--- src/rtl/lsu_pkg.sv ---
// Shared types and constants for the load/store unit: FSM states, RV32 funct3 size codes
// and the funct3 legality check.
package lsu_pkg;

    localparam int unsigned WORD_W = 32;

    typedef enum logic [1:0] {
        IDLE  = 2'd0,
        READ  = 2'd1,
        WRITE = 2'd2,
        RESP  = 2'd3
    } lsu_state_e;

    localparam logic [2:0] F3_B  = 3'b000;
    localparam logic [2:0] F3_H  = 3'b001;
    localparam logic [2:0] F3_W  = 3'b010;
    localparam logic [2:0] F3_BU = 3'b100;
    localparam logic [2:0] F3_HU = 3'b101;

    function automatic logic is_legal_funct3(input logic [2:0] f3);
        return (f3 == F3_B) || (f3 == F3_H) || (f3 == F3_W) ||
               (f3 == F3_BU) || (f3 == F3_HU);
    endfunction

endpackage

--- src/rtl/lsu_align.sv ---
// Byte-lane datapath: load extraction with sign/zero extension, and merging of sub-word
// store data into the old memory word. Little-endian lanes.
module lsu_align
    import lsu_pkg::*;
(
    input  logic [2:0]        i_funct3,
    input  logic [1:0]        i_offset,
    input  logic [WORD_W-1:0] i_word,
    input  logic [WORD_W-1:0] i_wdata,
    output logic [WORD_W-1:0] o_load_data_c,
    output logic [WORD_W-1:0] o_store_data_c
);

    logic [7:0]  w_byte;
    logic [15:0] w_half;

    assign w_byte = i_word[{i_offset, 3'b000} +: 8];
    assign w_half = i_offset[1] ? i_word[31:16] : i_word[15:0];

    // Load path: lane select then extend
    always_comb begin
        o_load_data_c = i_word;
        case (i_funct3)
            F3_B:    o_load_data_c = {{24{w_byte[7]}}, w_byte};
            F3_BU:   o_load_data_c = {24'h0, w_byte};
            F3_H:    o_load_data_c = {{16{w_half[15]}}, w_half};
            F3_HU:   o_load_data_c = {16'h0, w_half};
            default: o_load_data_c = i_word;
        endcase
    end

    // Store path: replace target lane(s) of the old word
    always_comb begin
        o_store_data_c = i_wdata;
        case (i_funct3)
            F3_B: begin
                o_store_data_c = i_word;
                o_store_data_c[{i_offset, 3'b000} +: 8] = i_wdata[7:0];
            end
            F3_H: begin
                o_store_data_c = i_word;
                if (i_offset[1]) begin
                    o_store_data_c[31:16] = i_wdata[15:0];
                end else begin
                    o_store_data_c[15:0] = i_wdata[15:0];
                end
            end
            default: o_store_data_c = i_wdata;
        endcase
    end

endmodule

--- src/rtl/lsu_ctrl.sv ---
// Load/store controller: accepts one request at a time, checks it, performs the memory
// read / write (read-modify-write for sub-word stores) and returns one response.
module lsu_ctrl
    import lsu_pkg::*;
#(
    parameter int unsigned ADDRESS_WIDTH = 32,
    parameter int unsigned DATA_WIDTH    = 32,
    parameter int unsigned MEM_DEPTH     = 256
) (
    input  logic                     clk,
    input  logic                     rst,
    input  logic                     req_valid,
    output logic                     req_ready,
    input  logic                     req_we,
    input  logic [2:0]               req_funct3,
    input  logic [ADDRESS_WIDTH-1:0] req_addr,
    input  logic [DATA_WIDTH-1:0]    req_wdata,
    output logic                     resp_valid,
    input  logic                     resp_ready,
    output logic [DATA_WIDTH-1:0]    resp_rdata,
    output logic                     resp_err,
    output logic                     mem_wr_en,
    output logic [ADDRESS_WIDTH-1:0] mem_addr,
    output logic [DATA_WIDTH-1:0]    mem_wd,
    input  logic [DATA_WIDTH-1:0]    mem_rd
);

    lsu_state_e r_state;
    lsu_state_e w_next_state;

    logic                     r_we;
    logic [2:0]               r_funct3;
    logic [ADDRESS_WIDTH-1:0] r_addr;
    logic [DATA_WIDTH-1:0]    r_wdata;
    logic [DATA_WIDTH-1:0]    r_resp_rdata;
    logic                     r_resp_err;
    logic [DATA_WIDTH-1:0]    r_mem_wd;

    logic [ADDRESS_WIDTH-1:0] w_req_idx;
    logic                     w_req_err;
    logic                     w_req_store_word;
    logic [DATA_WIDTH-1:0]    w_load_data;
    logic [DATA_WIDTH-1:0]    w_store_data;

    assign w_req_idx        = req_addr >> 2;
    assign w_req_store_word = req_we && (req_funct3 == F3_W);

    // Request is rejected without touching memory
    assign w_req_err = !is_legal_funct3(req_funct3)
                    || (req_we && req_funct3[2])
                    || ((req_funct3[1:0] == 2'b01) && req_addr[0])
                    || ((req_funct3 == F3_W) && (req_addr[1:0] != 2'b00))
                    || (w_req_idx >= ADDRESS_WIDTH'(MEM_DEPTH));

    lsu_align u_align (
        .i_funct3       (r_funct3),
        .i_offset       (r_addr[1:0]),
        .i_word         (mem_rd),
        .i_wdata        (r_wdata),
        .o_load_data_c  (w_load_data),
        .o_store_data_c (w_store_data)
    );

    always_ff @(posedge clk or posedge rst) begin
        if (rst) begin
            r_state <= IDLE;
        end else begin
            r_state <= w_next_state;
        end
    end

    always_comb begin
        w_next_state = r_state;
        case (r_state)
            IDLE: begin
                if (req_valid) begin
                    if (w_req_err) begin
                        w_next_state = RESP;
                    end else if (w_req_store_word) begin
                        w_next_state = WRITE;
                    end else begin
                        w_next_state = READ;
                    end
                end
            end
            READ:    w_next_state = r_we ? WRITE : RESP;
            WRITE:   w_next_state = RESP;
            RESP:    w_next_state = resp_ready ? IDLE : RESP;
            default: w_next_state = IDLE;
        endcase
    end

    // Request latch and response / write-data registers
    always_ff @(posedge clk or posedge rst) begin
        if (rst) begin
            r_we         <= 1'b0;
            r_funct3     <= 3'b000;
            r_addr       <= '0;
            r_wdata      <= '0;
            r_resp_rdata <= '0;
            r_resp_err   <= 1'b0;
            r_mem_wd     <= '0;
        end else begin
            case (r_state)
                IDLE: begin
                    if (req_valid) begin
                        r_we         <= req_we;
                        r_funct3     <= req_funct3;
                        r_addr       <= req_addr;
                        r_wdata      <= req_wdata;
                        r_resp_err   <= w_req_err;
                        r_resp_rdata <= '0;
                        if (w_req_store_word && !w_req_err) begin
                            r_mem_wd <= req_wdata;
                        end
                    end
                end
                READ: begin
                    if (r_we) begin
                        r_mem_wd <= w_store_data;
                    end else begin
                        r_resp_rdata <= w_load_data;
                        r_resp_err   <= 1'b0;
                    end
                end
                WRITE: begin
                    r_resp_rdata <= '0;
                    r_resp_err   <= 1'b0;
                end
                default: ;
            endcase
        end
    end

    assign req_ready  = (r_state == IDLE);
    assign resp_valid = (r_state == RESP);
    assign mem_wr_en  = (r_state == WRITE);
    assign resp_rdata = r_resp_rdata;
    assign resp_err   = r_resp_err;
    assign mem_addr   = r_addr >> 2;
    assign mem_wd     = r_mem_wd;

endmodule

--- config.mk ---
export PLATFORM = sky130hd
export DESIGN_NAME = lsu_ctrl
export DESIGN_NICKNAME = d
export VERILOG_FILES = /design/src/rtl/lsu_pkg.sv /design/src/rtl/lsu_align.sv /design/src/rtl/lsu_ctrl.sv
export SDC_FILE = /design/constraint.sdc
export NUM_CORES = 1
export LEC_CHECK = 0
export ABC_AREA = 1
export CAP_MARGIN = 20
export CORE_ASPECT_RATIO = 1.75
export CORE_MARGIN = 4
export CORE_UTILIZATION = 50
export DETAILED_ROUTE_END_ITERATION = 8
export PLACE_DENSITY = 0.9
export SLEW_MARGIN = 10
export SYNTH_ARGS = -nofsm -noshare
export SYNTH_HDL_FRONTEND = slang
export SYNTH_SLANG_ARGS = --single-unit
--- constraint.sdc ---
create_clock -name clk -period 5.55 [get_ports clk]
set_input_delay 1.11 -clock clk [delete_from_list [all_inputs] [get_ports clk]]
set_output_delay 1.11 -clock clk [all_outputs]
set_load 0.01 [all_outputs]
==> results.tsv <==
metric	value	unit
drt wl/cell	17.8	um
CTS tree	built	
Die H	173	um
Worst Path Max Fanout	42	
Mapped Area	0.00782	mm^2
EDFF count, synth	0	
Yosys top cell area share	0.432	
most instantiated cells after synthesis	337 x nand2_1, 135 x dfrtp_1, 101 x nor2_1	
vias in the first global route	7690	
port bufs	201	
worst path cell trace	inv_1 > ha_1 > inv_2 > nor2_2 > inv_1 > nor2_2 > inv_2 > nor2_1 > o211ai_1 > nand2_1	
arrival time of the worst setup path	4.05	ns
Total Routing Usage GR	0.283	
total grt overflow	0	
Post-Synthesis Cells	1063	
Critical Path Sink Type	flop	
CP delay by family, top	simple AND/OR/NAND/NOR gates	
WP buf/inv	4	
standby leakage power	4.99	nW
CP Class	reg2reg	
initial antenna violation count	1	
minimum clock period	3.70	ns
synth top area cells	dfrtp_1 43%, nand2_1 16%, a21oi_1 6.1%	
fmax	270	MHz
register area share after synthesis	0.432	
hold buffers post-CTS	0	
Slowest Stage Delay on Critical Path	0.81	ns
Max-cap violations	0	
CTS root buf	clkbuf_16	
Resized cells post-CTS	0	
PD cells	603	mW/mm^2
area leader, netlist	dfrtp_1	
RSZ-0062 raised after global routing	no	
Worst Path Required	5.90	ns
Max stage delay cell, worst path	ha_1	
Fin. Hold Viols	0	
Yosys reg bits	135	
Worst Hold Class	reg2reg	
full die area	0.0178	mm^2
final wirelength	25.0	mm
clock latency on the worst-skew pair	0.42	ns
share of cells above drive strength 1	0.0742	
crit start category	flop	
Slew Viols, Final	0	
Fin Clk Skew	0.00772	ns
VDD IR-drop max	0.351	mV
relative slew slack	0.330	
antenna-violating nets left	0	
postcts setup bufs	0	
maximum clock path buffer count	2	
warnings from Yosys	0	
site row count	60	
Synth Flop Type	dfrtp_1	
setup violators final	0	
pin count of the biggest net entering global routing	71	
H-tree levels	4	
Num CTS Buffers	17	
die width	103	um
most frequent cell after synthesis	nand2_1	
DR vias/cell	5.52	
CTS clk-pin slew, worst paths	0.06	ns
Synth async-reset ratio	1.00	
Fillers	1229	
initial cell density of the core	0.508	
Core ar.	0.0154	mm^2
Ports	204	
gpl congestion	1.01	
Sink Count	135	
DRC viols	0	
nets	1313	
final instance area	0.0103	mm^2
First-pass DRT Iterations	6	
status	complete, no violations	
Worst setup startpoint	r_state[1]	
Via Count	7734	
Worst R2R Start	r_state[1]	
Power Total	6.18	mW
hold path start	resp_rdata[17]	
Area after DPL	0.00961	mm^2
first-pass GRT wire length	39.1	mm
syn_area_per_cell	7.36	um^2
Layout area overhead	31.2	%
Detail Placement HPWL	18.5	mm
Setup TNS Final	0	ns
final worst-path cycle share	0.667	
Iter 0 DRT Violations	682	
Netlist cell types	31	
Worst-Margin Slew	1.00	ns
-- registers in the layout, summed over array words and instances (netlist names) --
signal	flops
mem_wd	32
r_addr	32
r_funct3	3
r_state	2
r_wdata	32
r_we	1
resp_err	1
resp_rdata	32
-- metal layers --
metal / vias to the layer above / global-route usage / wire [um]
li1: 3666 / - / -
met1: 3572 / 0.312 / 8630
met2: 395 / 0.475 / 12800
met3: 101 / 0.0584 / 1760
met4: 0 / 0.192 / 1790
met5: - / 0 / 0
-- placed cells by master, fill, tap and decap left out, types with 3 or more instances in the layout --
master           synthesis  routed
o21ai_1                 13      13
inv_1                   77      76
o21ai_0                 57      57
nand2_1                337     336
inv_2                    8       8
nor2_1                 101     101
bufinv_16                0       4
ha_1                     9       9
dfrtp_1                135     135
clkbuf_16                0      17
clkdlybuf4s50_1          0     201
nand2_2                  5       5
mux2_2                  30      30
o2111ai_1                3       3
a21oi_1                 96      96
nand3_1                 56      56
o22ai_1                  8       8
buf_4                   34       3
o211ai_1                24      24
inv_6                    0       5
nor2_2                   5       5
-- cells by family after synthesis --
| kind of cell | after synthesis | synth area share |
|---|---|---|
| adders and majority gates | 9 | 0.0144 |
| and+or+nand+nor | 509 | 0.259 |
| buffers and inverters | 173 | 0.106 |
| muxes | 30 | 0.0432 |
| AOI/OAI and AO/OA | 206 | 0.145 |
| DFF | 135 | 0.432 |
| other | 1 | 0.000479 |
-- layout make-up --
class                      instances  area [um^2]  area share
timing repair buffer             205         2050       0.200
sequential                       135         3380       0.329
multi-input combinational        756         3620       0.353
inverter                          85          322      0.0313
clock inverter                    14          211      0.0206
tap                              186          233      0.0227
clock buffer                      18          439      0.0428
antenna                            1         2.50    0.000244
-- where the power goes --
group          internal (mW)  total, mW  switching, mW
Clock                  0.779       1.25          0.474
Sequential              1.41       1.73          0.315
Combinational           1.28       3.20           1.92
Total                   3.47       6.18           2.71
-- path summary, 6_finish.rpt --
path / endpoint / slack, ns / cells after the start
worst max register to register: resp_rdata[1] / 1.85 / 10
worst min register to register: resp_rdata[17] / 0.48 / 2
min in group asynchronous: r_addr[25] / 1.21 / 2
worst max-delay path: resp_rdata[1] / 1.85 / 10
worst min-delay path: resp_rdata[17] / 0.48 / 2
max in group asynchronous: mem_wd[6] / 3.48 / 3
-- worst reg2reg max path: stages (launching register included) --
cell and delay (ns):
dfrtp_1 0.40, inv_1 0.10, ha_1 0.81, inv_2 0.56
nor2_2 0.26, inv_1 0.10, nor2_2 0.76, inv_2 0.25
nor2_1 0.16, o211ai_1 0.14, nand2_1 0.10
-- per-stage QoR --
step	hold slack [ns]	util	cells	worst slack, ns
global route	0.494	0.667	1400	1.53
CTS	0.482	0.667	1399	1.95
finish	0.478	0.667	1400	1.85
detailed placement	0.463	0.624	1367	1.83
global placement	0.457	0.624	1367	1.90
floorplan	0.454	-	1064	0.829
No activity file was read; power rests on OpenSTA's default activity.
